**src/rtl/uop_sequencer.sv**
```systemverilog
// Microcode sequencer: walks a routine in the uop buffer one WIDTH-uop bundle per cycle
// and queues address/tag/end-mask tagged bundles toward decode through a DEPTH-entry FIFO.
module uop_sequencer #(
  parameter int UOP_BUF_SIZE = 256,
  parameter int WIDTH        = 2,
  parameter int UOP_BITS     = 32,
  parameter int DEPTH        = 4,
  parameter int TAG_BITS     = 2,
  localparam int AW          = $clog2(UOP_BUF_SIZE)
) (
  input  logic                      clk,
  input  logic                      reset,
  input  logic                      start,
  input  logic [AW-1:0]             start_addr,
  input  logic                      redirect,
  input  logic [AW-1:0]             redirect_addr,
  input  logic [TAG_BITS-1:0]       redirect_tag,
  output logic                      uop_rd_en,
  output logic [AW-1:0]             uop_addr,
  input  logic [WIDTH*UOP_BITS-1:0] uop_data,
  input  logic [WIDTH-1:0]          uop_end,
  output logic                      out_valid,
  input  logic                      out_ready,
  output logic [WIDTH*UOP_BITS-1:0] out_uops,
  output logic [WIDTH-1:0]          out_mask,
  output logic                      out_end,
  output logic [AW-1:0]             out_addr,
  output logic [TAG_BITS-1:0]       out_tag,
  output logic                      busy
);

  localparam int PW = $clog2(DEPTH);
  localparam int CW = PW + 1;

  localparam logic [0:0] IDLE = 1'b0;
  localparam logic [0:0] RUN  = 1'b1;

  localparam logic [AW-1:0] ALIGN   = ~AW'(WIDTH - 1);
  localparam logic [AW-1:0] STEP    = AW'(WIDTH);
  localparam logic [CW:0]   DEPTH_C = (CW + 1)'(DEPTH);

  logic [0:0]          state;
  logic [AW-1:0]       pc;
  logic [TAG_BITS-1:0] cur_tag;
  logic                inflight;
  logic                inflight_kill;
  logic [AW-1:0]       inflight_addr;
  logic [TAG_BITS-1:0] inflight_tag;
  logic [CW-1:0]       count;
  logic [PW-1:0]       rd_ptr;
  logic [PW-1:0]       wr_ptr;

  logic [WIDTH*UOP_BITS-1:0] uops_mem [DEPTH];
  logic [WIDTH-1:0]          mask_mem [DEPTH];
  logic                      end_mem  [DEPTH];
  logic [AW-1:0]             addr_mem [DEPTH];
  logic [TAG_BITS-1:0]       tag_mem  [DEPTH];

  logic [CW:0]      credit_used;
  logic             ret_valid;
  logic             ret_end;
  logic             pop;
  logic [WIDTH-1:0] ret_mask;
  logic             end_seen;

  // The in-flight read already holds a FIFO slot, so the FIFO can never overflow.
  assign credit_used = {1'b0, count} + {{CW{1'b0}}, inflight};
  assign uop_rd_en   = (state == RUN) && !redirect && (credit_used < DEPTH_C);
  assign uop_addr    = pc;

  assign ret_valid = inflight && !inflight_kill && !redirect;
  assign ret_end   = |uop_end;
  assign pop       = out_valid && out_ready && !redirect;

  // Slots up to and including the first end-of-routine uop are valid.
  always_comb begin
    ret_mask = '0;
    end_seen = 1'b0;
    for (int i = 0; i < WIDTH; i++) begin
      ret_mask[i] = ~end_seen;
      end_seen    = end_seen | uop_end[i];
    end
  end

  always_ff @(posedge clk or negedge reset) begin
    if (!reset) begin
      state         <= IDLE;
      pc            <= '0;
      cur_tag       <= '0;
      inflight      <= 1'b0;
      inflight_kill <= 1'b0;
      inflight_addr <= '0;
      inflight_tag  <= '0;
      count         <= '0;
      rd_ptr        <= '0;
      wr_ptr        <= '0;
    end else if (redirect) begin
      state         <= RUN;
      pc            <= redirect_addr & ALIGN;
      cur_tag       <= redirect_tag;
      inflight      <= 1'b0;
      inflight_kill <= 1'b0;
      count         <= '0;
      rd_ptr        <= '0;
      wr_ptr        <= '0;
    end else begin
      inflight      <= uop_rd_en;
      // A read issued alongside the terminating bundle is past the routine end.
      inflight_kill <= uop_rd_en && ret_valid && ret_end;
      if (uop_rd_en) begin
        inflight_addr <= pc;
        inflight_tag  <= cur_tag;
      end

      if (state == IDLE && start) begin
        state   <= RUN;
        pc      <= start_addr & ALIGN;
        cur_tag <= '0;
      end else begin
        if (uop_rd_en && !(ret_valid && ret_end)) begin
          pc <= pc + STEP;
        end
        if (ret_valid && ret_end) begin
          state <= IDLE;
        end
      end

      if (ret_valid) begin
        wr_ptr <= wr_ptr + PW'(1);
      end
      if (pop) begin
        rd_ptr <= rd_ptr + PW'(1);
      end
      case ({ret_valid, pop})
        2'b10:   count <= count + CW'(1);
        2'b01:   count <= count - CW'(1);
        default: count <= count;
      endcase
    end
  end

  // FIFO storage is cleared on reset so the head outputs read as zero when empty.
  always_ff @(posedge clk or negedge reset) begin
    if (!reset) begin
      for (int i = 0; i < DEPTH; i++) begin
        uops_mem[i] <= '0;
        mask_mem[i] <= '0;
        end_mem[i]  <= 1'b0;
        addr_mem[i] <= '0;
        tag_mem[i]  <= '0;
      end
    end else if (ret_valid) begin
      uops_mem[wr_ptr] <= uop_data;
      mask_mem[wr_ptr] <= ret_mask;
      end_mem[wr_ptr]  <= ret_end;
      addr_mem[wr_ptr] <= inflight_addr;
      tag_mem[wr_ptr]  <= inflight_tag;
    end
  end

  assign out_valid = (count != '0);
  assign out_uops  = uops_mem[rd_ptr];
  assign out_mask  = mask_mem[rd_ptr];
  assign out_end   = end_mem[rd_ptr];
  assign out_addr  = addr_mem[rd_ptr];
  assign out_tag   = tag_mem[rd_ptr];
  assign busy      = (state == RUN) || inflight || out_valid;

endmodule

```
**config.mk**
```make
export PLATFORM = sky130hd
export DESIGN_NAME = uop_sequencer
export DESIGN_NICKNAME = d
export VERILOG_FILES = /design/src/rtl/uop_sequencer.sv
export SDC_FILE = /design/constraint.sdc
export NUM_CORES = 1
export LEC_CHECK = 0
export ABC_AREA = 1
export ABC_CLOCK_PERIOD_IN_PS = 5290
export BUFFER_PORTS_ARGS = -buffer_cell sky130_fd_sc_hd__buf_2
export CAP_MARGIN = 20
export CELL_PAD_IN_SITES_DETAIL_PLACEMENT = 1
export CELL_PAD_IN_SITES_GLOBAL_PLACEMENT = 1
export CORE_UTILIZATION = 40
export CTS_CLUSTER_SIZE = 28
export DETAILED_ROUTE_END_ITERATION = 6
export PLACE_DENSITY_LB_ADDON = 0.1
export SLEW_MARGIN = 20
export SYNTH_ARGS = -nofsm -noshare
export SYNTH_HDL_FRONTEND = slang
export SYNTH_SLANG_ARGS = --single-unit
```
**constraint.sdc**
```tcl
create_clock -name clk -period 5.29 [get_ports clk]
set_input_delay 1.058 -clock clk [delete_from_list [all_inputs] [get_ports clk]]
set_output_delay 1.058 -clock clk [all_outputs]
set_load 0.005 [all_outputs]
```
==> impl_metrics.yaml <==
floorplanning:
  fp-row-count: 70
  fp.dieH_microns: 196
  top_level_ports: 177
  dieArea_sq_um: 38500
  die_w_microns: 196
  core_area_sq_um: 36900
  initial_utilization: 0.409
placement:
  gp_congestion: 0.733
  dp_slack_ns: 1.95
  port_buffers: 172
  dp_hpwl_microns: 22900
yosys:
  synth_seq_area_share: 0.551
  synth_top_area_cell: "dfrtp_1"
  ys_warn_count: 0
  syn_area_sq_um: 15100
  syn_area_per_cell_sq_um: 8.94
  synth.distinct_cells: 34
  async_flop_share: 1.00
  synthCells: 1686
  synth_flop_cell: "dfrtp_1"
  synth-seq-cells: 332
  synth-edff-count: 0
  synth_common_cells: "nand2_1 (363), dfrtp_1 (332), o21ai_0 (299), nor2_1 (168), o21ai_2 (94)"
  ys_top_cells_by_area: "dfrtp_1 (55%), o21ai_0 (9.9%), nand2_1 (9.0%)"
  yosysMostFrequentCell: "nand2_1"
  post-synth-top-area-fraction: 0.551
timing:
  hold_viol_final: 0
  period_share: 0.711
  clock_skew_ns: 0.0162
  finalCriticalPeriod_ns: 3.76
  drv_slew: 0
  whs_ns: 0.468
  worstMarginPinSlew_ns: 1.07
  rsz0062_at_grt: "false"
  tns_ns: 0
  fmax_mhz: 266
  timing.slew.headroom: 0.288
  setup_ws_ns: 1.53
  finalSetupViolCount: 0
routing:
  drtIter0Drc: 637
  drt-total-wl_microns: 40300
  via_count: 11900
  drc: 0
  final_antenna_net_count: 0
  first_pass_iters: 4
  viasPerCell: 5.11
  wire_per_inst_microns: 17.3
final_layout:
  drive_gt1_frac: 0.203
  area_delta_synth_final_pct: 14.9
  fillers: 4349
  final_util: 0.469
  multi_input_area_sq_um: 5610
  regArea_sq_um: 8310
  nNetsFinal: 1889
grt:
  first_global_vias: 12400
  overflow: 0
  antenna_found_initial: 1
  grt_pass1_wl_microns: 67000
  grt_start_max_net_pins: 113
  grt_use_total: 0.218
critical_path:
  crit_required_ns: 4.23
  cp-end-kind: "output pin"
  cp-start-kind: "register"
  crit_arrival_ns: 2.70
  cp_max_fo: 94
  crit_type: "reg2out"
clocking:
  cts_made_buffers: 39
  ctsResizeCount: 0
  postCtsHoldBufs: 0
  clock_latency_ns: 0.55
  cts_tree: "yes"
  cts_setup_buffers: 0
  cts.sinks: 332
  clk_pin_slew_ns: 0.06
  cts_max_level: 2
  ctsLongestPathBuffers: 3
  root_buffer: "clkbuf_16"
flow_run:
  cap_viol_max_count: 0
power_and_ir_drop:
  total_leakage_power_nw: 8.48
  powerDensity_nw_per_um2: 574
  power_mw: 9.94
  vdd_drop_max_uv: 372
run_status:
  outcome: "completed"
hold_path:
  hold_class: "reg2reg"
-- final timing paths --
path / from / end / slack [ns] / cells past startpoint
setup / recovery: rd_ptr[0] / out_addr[2] / 1.53 / 5
hold / removal: mask_mem[6] / mask_mem[6] / 0.47 / 1
setup reg to reg: wr_ptr[0] / uops_mem[251] / 2.77 / 5
hold reg to reg: mask_mem[6] / mask_mem[6] / 0.47 / 1
max in group asynchronous: reset / uops_mem[176] / 3.67 / 2
min in group asynchronous: reset / uops_mem[25] / 0.62 / 1
-- final cells by class --
cell class | count | area share
repair buffers | 186 | 0.0614
diodes | 1 | 0.000145
well taps | 504 | 0.0364
clock buffers | 59 | 0.0688
multi-input cells | 1136 | 0.324
flip-flops and latches | 332 | 0.480
inverters | 99 | 0.0223
clock inverters | 11 | 0.00672
-- power by group --
part	leakage [nW]	internal [mW]	switching, mW
sequential	4.30	3.57	0.600
combinational	3.52	1.24	1.81
clock	0.654	1.65	1.07
-- critical path, stage by stage, from the launching register on --
cell	delay, ns
dfrtp_4	0.78
inv_4	0.36
buf_12	0.42
o21ai_0	0.15
o22ai_1	0.27
buf_2	0.17
-- per-stage QoR --
| stage | instance area, sq um | instances |
|---|---|---|
| floorplan | 15100 | 1687 |
| global placement | 16000 | 2257 |
| detailed placement | 16000 | 2257 |
| CTS | 17300 | 2327 |
| global route | 17300 | 2328 |
| finish | 17300 | 2328 |
-- registers in the layout, summed over array words and instances (netlist names) --
register,flops
cur_tag,2
uops_mem,256
inflight_kill,1
wr_ptr,2
inflight,1
state,1
inflight_addr,7
addr_mem,28
uop_addr,7
tag_mem,8
inflight_tag,2
end_mem,4
rd_ptr,2
mask_mem,8
count,3
-- routing by layer --
layer  GRT usage  vias to the layer above  routed length [microns]
li1            -                     5814                        -
met1       0.301                     5867                    19200
met2       0.355                      174                    18700
met3      0.0335                       52                     1570
met4      0.0605                        0                      782
met5           0                        -                        0
-- cells by family (layout without fill, tap and decap cells) --
logic type / count (synthesis) / in the layout / synth area share
other: 1 / 3 / 0.000249
XOR/XNOR: 1 / 1 / 0.000581
buffers and inverters: 219 / 355 / 0.0773
AND/OR/NAND/NOR: 573 / 573 / 0.150
adder cells (fa/ha/maj): 6 / 6 / 0.00548
AO/OA/AOI/OAI: 554 / 554 / 0.215
flip-flops: 332 / 332 / 0.551
-- layout by cell type, fill, tap and decap left out, drive strengths merged --
master / n
a21oi: 5
a22o: 1
a31oi: 5
buf: 186
bufinv: 2
clkbuf: 59
clkinv: 7
conb: 2
dfrtp: 332
diode: 1
fa: 1
ha: 5
inv: 101
nand2: 366
nand3: 25
nand4: 2
nor2: 172
nor3: 1
o211ai: 1
o21ai: 463
o21bai: 3
o22ai: 76
or2: 7
xnor2: 1
No activity file was read; power rests on OpenSTA's default activity.
